==> src/rtl/pcs_sync.sv <==
// Receive-side code-group synchronisation for a 1000BASE-X style PCS.
// Qualifies incoming 10-bit groups, tracks comma alignment and reports link sync status.
module pcs_sync #(
    parameter int unsigned GOOD_CGS_LIMIT = 3
) (
    input  logic        clk,
    input  logic        reset_n,
    input  logic        signal_detect,
    input  logic [9:0]  rx_code_group,
    output logic [9:0]  cg_out,
    output logic        sync_status,
    output logic        rx_even,
    output logic [12:0] sync_state
);

    typedef enum logic [3:0] {
        LOSS_OF_SYNC     = 4'd0,
        COMMA_DETECT_1   = 4'd1,
        ACQUIRE_SYNC_1   = 4'd2,
        COMMA_DETECT_2   = 4'd3,
        ACQUIRE_SYNC_2   = 4'd4,
        COMMA_DETECT_3   = 4'd5,
        SYNC_ACQUIRED_1  = 4'd6,
        SYNC_ACQUIRED_2  = 4'd7,
        SYNC_ACQUIRED_2A = 4'd8,
        SYNC_ACQUIRED_3  = 4'd9,
        SYNC_ACQUIRED_3A = 4'd10,
        SYNC_ACQUIRED_4  = 4'd11,
        SYNC_ACQUIRED_4A = 4'd12
    } state_t;

    localparam logic [1:0] LIMIT = 2'(GOOD_CGS_LIMIT);

    // Codes are written abcdei_fghj with bit a in position 9.
    function automatic logic is_comma(input logic [9:0] cg);
        case (cg)
            10'b001111_1001, 10'b110000_0110,
            10'b001111_1010, 10'b110000_0101,
            10'b001111_1000, 10'b110000_0111: is_comma = 1'b1;
            default:                          is_comma = 1'b0;
        endcase
    endfunction

    function automatic logic is_data(input logic [9:0] cg);
        case (cg)
            10'b100111_0100, 10'b011000_1011,
            10'b011101_0100, 10'b100010_1011,
            10'b101101_0100, 10'b010010_1011,
            10'b110001_1011, 10'b110001_0100,
            10'b101101_0101, 10'b010010_0101,
            10'b011011_0101, 10'b100100_0101,
            10'b010110_1101, 10'b010110_0010,
            10'b011001_1010, 10'b101010_1010,
            10'b101001_0110:                  is_data = 1'b1;
            default:                          is_data = 1'b0;
        endcase
    endfunction

    function automatic logic is_special(input logic [9:0] cg);
        case (cg)
            10'b001111_0100, 10'b110000_1011,
            10'b001111_1001, 10'b110000_0110,
            10'b001111_0101, 10'b110000_1010,
            10'b001111_0011, 10'b110000_1100,
            10'b001111_0010, 10'b110000_1101,
            10'b001111_1010, 10'b110000_0101,
            10'b001111_0110, 10'b110000_1001,
            10'b001111_1000, 10'b110000_0111,
            10'b111010_1000, 10'b000101_0111,
            10'b110110_1000, 10'b001001_0111,
            10'b101110_1000, 10'b010001_0111,
            10'b011110_1000, 10'b100001_0111: is_special = 1'b1;
            default:                          is_special = 1'b0;
        endcase
    endfunction

    state_t     state_r;
    state_t     next_s;
    logic [1:0] good_cgs_r;
    logic [1:0] good_next_s;
    logic       even_next_s;
    logic       status_next_s;
    logic       comma_s;
    logic       data_s;
    logic       cgbad_s;
    logic       at_limit_s;

    assign comma_s    = is_comma(rx_code_group);
    assign data_s     = is_data(rx_code_group);
    assign cgbad_s    = !(data_s || is_special(rx_code_group)) || (comma_s && rx_even);
    assign at_limit_s = (good_cgs_r == LIMIT);

    // Next-state selection; loss of signal overrides every transition.
    always_comb begin
        next_s = LOSS_OF_SYNC;
        if (!signal_detect) begin
            next_s = LOSS_OF_SYNC;
        end else begin
            case (state_r)
                LOSS_OF_SYNC:     next_s = comma_s ? COMMA_DETECT_1 : LOSS_OF_SYNC;
                COMMA_DETECT_1:   next_s = data_s ? ACQUIRE_SYNC_1 : LOSS_OF_SYNC;
                COMMA_DETECT_2:   next_s = data_s ? ACQUIRE_SYNC_2 : LOSS_OF_SYNC;
                COMMA_DETECT_3:   next_s = data_s ? SYNC_ACQUIRED_1 : LOSS_OF_SYNC;
                ACQUIRE_SYNC_1:   next_s = cgbad_s ? LOSS_OF_SYNC :
                                           (comma_s ? COMMA_DETECT_2 : ACQUIRE_SYNC_1);
                ACQUIRE_SYNC_2:   next_s = cgbad_s ? LOSS_OF_SYNC :
                                           (comma_s ? COMMA_DETECT_3 : ACQUIRE_SYNC_2);
                SYNC_ACQUIRED_1:  next_s = cgbad_s ? SYNC_ACQUIRED_2 : SYNC_ACQUIRED_1;
                SYNC_ACQUIRED_2:  next_s = cgbad_s ? SYNC_ACQUIRED_3 : SYNC_ACQUIRED_2A;
                SYNC_ACQUIRED_3:  next_s = cgbad_s ? SYNC_ACQUIRED_4 : SYNC_ACQUIRED_3A;
                SYNC_ACQUIRED_4:  next_s = cgbad_s ? LOSS_OF_SYNC : SYNC_ACQUIRED_4A;
                SYNC_ACQUIRED_2A: next_s = cgbad_s ? SYNC_ACQUIRED_3 :
                                           (at_limit_s ? SYNC_ACQUIRED_1 : SYNC_ACQUIRED_2A);
                SYNC_ACQUIRED_3A: next_s = cgbad_s ? SYNC_ACQUIRED_4 :
                                           (at_limit_s ? SYNC_ACQUIRED_2 : SYNC_ACQUIRED_3A);
                SYNC_ACQUIRED_4A: next_s = cgbad_s ? LOSS_OF_SYNC :
                                           (at_limit_s ? SYNC_ACQUIRED_3 : SYNC_ACQUIRED_4A);
                default:          next_s = LOSS_OF_SYNC;
            endcase
        end
    end

    // Side values derived from the chosen next state.
    always_comb begin
        good_next_s   = 2'd0;
        even_next_s   = ~rx_even;
        status_next_s = 1'b0;
        case (next_s)
            COMMA_DETECT_1, COMMA_DETECT_2, COMMA_DETECT_3: begin
                even_next_s = 1'b1;
            end
            SYNC_ACQUIRED_1, SYNC_ACQUIRED_2, SYNC_ACQUIRED_3, SYNC_ACQUIRED_4: begin
                status_next_s = 1'b1;
            end
            SYNC_ACQUIRED_2A, SYNC_ACQUIRED_3A, SYNC_ACQUIRED_4A: begin
                status_next_s = 1'b1;
                good_next_s   = at_limit_s ? LIMIT : good_cgs_r + 2'd1;
            end
            default: begin
                good_next_s = 2'd0;
            end
        endcase
    end

    // State, counter and all outputs registered together.
    always_ff @(posedge clk) begin
        if (!reset_n) begin
            state_r     <= LOSS_OF_SYNC;
            good_cgs_r  <= 2'd0;
            rx_even     <= 1'b0;
            sync_status <= 1'b0;
            sync_state  <= 13'b0_0000_0000_0001;
            cg_out      <= 10'h000;
        end else begin
            state_r     <= next_s;
            good_cgs_r  <= good_next_s;
            rx_even     <= even_next_s;
            sync_status <= status_next_s;
            sync_state  <= 13'b0_0000_0000_0001 << next_s;
            cg_out      <= rx_code_group;
        end
    end

endmodule

==> config.mk <==
export PLATFORM = sky130hd
export DESIGN_NAME = pcs_sync
export DESIGN_NICKNAME = d
export VERILOG_FILES = /design/src/rtl/pcs_sync.sv
export SDC_FILE = /design/constraint.sdc
export NUM_CORES = 1
export LEC_CHECK = 0
export CAP_MARGIN = 20
export CORE_MARGIN = 3
export CORE_UTILIZATION = 50
export DETAILED_ROUTE_END_ITERATION = 8
export PLACE_DENSITY = 0.85
export SLEW_MARGIN = 0
export SYNTH_ARGS = -nofsm -noshare
export SYNTH_HDL_FRONTEND = slang
export SYNTH_SLANG_ARGS = --single-unit
==> constraint.sdc <==
create_clock -name clk -period 3.4 [get_ports clk]
set_input_delay 0.68 -clock clk [delete_from_list [all_inputs] [get_ports clk]]
set_output_delay 0.68 -clock clk [all_outputs]
set_load 0.01 [all_outputs]
==> flow_summary.ini <==
[global_routing]
grt_pass1_wl_um = 7130
grt_overflow = 0
grt_max_degree = 24
antenna_found_initial = 0
grt_usage = 0.213
grt_pass1_vias = 1593

[sta]
tightest_slew_ns = 0.744
fin_worst_skew_ns = 0.0105
hold_viol = 0
finalSetupViolations = 0
fin_setup_tns_ns = 0
slew_headroom = 0.503
slew_violations = 0
final.period_utilization = 0.951
timing.hold.ws_ns = 0.522
rsz0062_at_grt = false
max_freq_mhz = 309
period_needed_ns = 3.23

[yosys]
synth.net_count = 221
async_reset_ff_frac = 0
synth.distinct_cells = 56
ys_warn_count = 0
ys_seq_area_frac = 0.349
syn_inst = 208
ys_ff_latch = 31
synth-edff-count = 0
synthFlopType = dfxtp_1
syn_area_um2 = 1780
syn_avg_cell_area_um2 = 8.56

[critical_path]
crit_fanout = 7
cp-start-kind = primary input
cp.required_ns = 3.63
worstSetupPathType = primary input to register
crit_arrival_ns = 3.46
reg2reg_slack_ns = 1.12
critPathCaptureType = register

[clocking]
clock_latency_ns = 0.33
ctsHtreeMaxLevel = 2
cts_setup_buffers = 0
cts_tree = built
numCtsBuffers = 5
root_buffer = clkbuf_4
postCtsResizedCells = 0
path_clk_slew_ns = 0.10
cts_hold_buffers = 0
clock_path_buffers = 2
cts_num_sinks = 31

[power]
intPower_uw = 513
power_leakage_nw = 0.850
p_switching_uw = 177
p_per_area_nw_per_um2 = 291
irDropWorstVdd_uv = 177
power_frac_seq = 0.544
combPwrFrac = 0.167
switching_share = 0.256
clkPwrFrac = 0.288

[min_path]
hold_class = register to register

[drt]
routed_wl_um = 4240
vias = 1776
ant_nets = 0
first_pass_iters = 4
wl_per_cell_um = 13.8
routed_via_density = 5.79
detail_route.iter0.violations = 91
drc_errors = 0

[floorplan]
fp.dieW_um = 65.7
initial_core_util = 0.525
die_y_um = 65.7
die-area_um2 = 4310
num_io_pins = 38
core_area_um2 = 3390
row_count = 21

[layout]
nets = 273
antenna_cells = 0
layout_common_cells = clkdlybuf4s50_1, dfxtp_1, buf_4, and2_1, nor2_1
fin_util = 0.699
drive_gt1_frac = 0.169
layout_commonest_cell = clkdlybuf4s50_1
syn2layout_area_growth_pct = 33.0

[place]
hpwlAfterDp_um = 3180
place.gp.congestion = 0.916
portBuffers = 37

[run_status]
status = finished clean

[run]
drv_cap = 0
cell families after synthesis:
family | synth area share
compound gates | 0.203
buf+inv | 0.0499
simple gates | 0.379
xor+xnor | 0.0197
flops | 0.349
per-stage QoR:
stage	setup slack (ns)	instance area, µm²	power, mW	cells
after global routing	0.000234	2370	0.720	307
after detailed placement	-0.148	2320	0.498	299
after floorplan	0.347	1780	0.444	208
after CTS	0.189	2370	0.696	307
after global placement	-0.134	2320	0.496	299
final	0.167	2370	0.689	307
worst paths after layout:
path | from | endpoint | depth (start not counted)
setup / recovery | rx_code_group[0] | sync_state[11] | 9
setup reg to reg | state_r[1] | sync_state[11] | 7
hold reg to reg | good_cgs_r[1] | good_cgs_r[0] | 2
hold / removal | good_cgs_r[1] | good_cgs_r[0] | 2
worst max-delay path, cell delays in order:
cell and delay [ns]:
clkdlybuf4s50_1 0.42, or4b_1 0.52, a2111o_1 0.44, and4_4 0.19, and3_4 0.20, a21o_1 0.21
a211oi_4 0.39, nand3_4 0.13, nor4_1 0.28
power groups by stage:
stage	clock network (mW)	logic, mW	registers, mW
4_1_cts	0.206	0.114	0.375
5_1_grt	0.219	0.125	0.376
6_report	0.199	0.115	0.375
3_3_place_gp	0	0.112	0.384
2_1_floorplan	0	0.0567	0.387
3_5_place_dp	0	0.114	0.384
registers in the layout (all words and copies together), names as in the netlist:
signal	count
rx_even	1
state_r	4
good_cgs_r	2
sync_status	1
sync_state	13
cg_out	10
per-layer routing:
metal / part of all wire / wire [µm] / track usage / up-vias
met4: 0.017 / 70 / 0.104 / 0
met2: 0.45 / 1930 / 0.345 / 79
met3: 0.070 / 297 / 0.0496 / 7
li1: - / - / - / 875
met5: 0 / 0 / 0 / -
met1: 0.46 / 1950 / 0.262 / 815
synth_stat cells (3+ instances only):
cell	instances	share of area
o21ai_0	7	0.020
xnor2_1	4	0.020
a21oi_1	8	0.022
a211oi_1	3	0.013
nor2b_1	6	0.021
inv_1	5	0.011
nand3_1	3	0.0084
nand4bb_1	3	0.019
o2111ai_1	4	0.020
nor4bb_1	3	0.017
and3_1	4	0.014
nor3_1	3	0.0084
nand2_1	11	0.023
nor3b_1	5	0.021
nor4_1	6	0.021
clkbuf_1	12	0.025
a211oi_2	3	0.021
and2_1	17	0.060
o22ai_1	3	0.011
nand4b_1	3	0.015
nand2b_1	4	0.014
dfxtp_1	31	0.35
nor2_1	16	0.034
nand4_1	3	0.011
final cells by class:
type	instances	area [µm²]
multi-input combinational	156	1070
inverter	5	18.8
fill	281	1020
timing repair buffer	61	551
sequential	31	621
tap	46	57.6
clock buffer	7	45.0
clock inverter	1	5.00
Power figures use the tool's default switching activity.
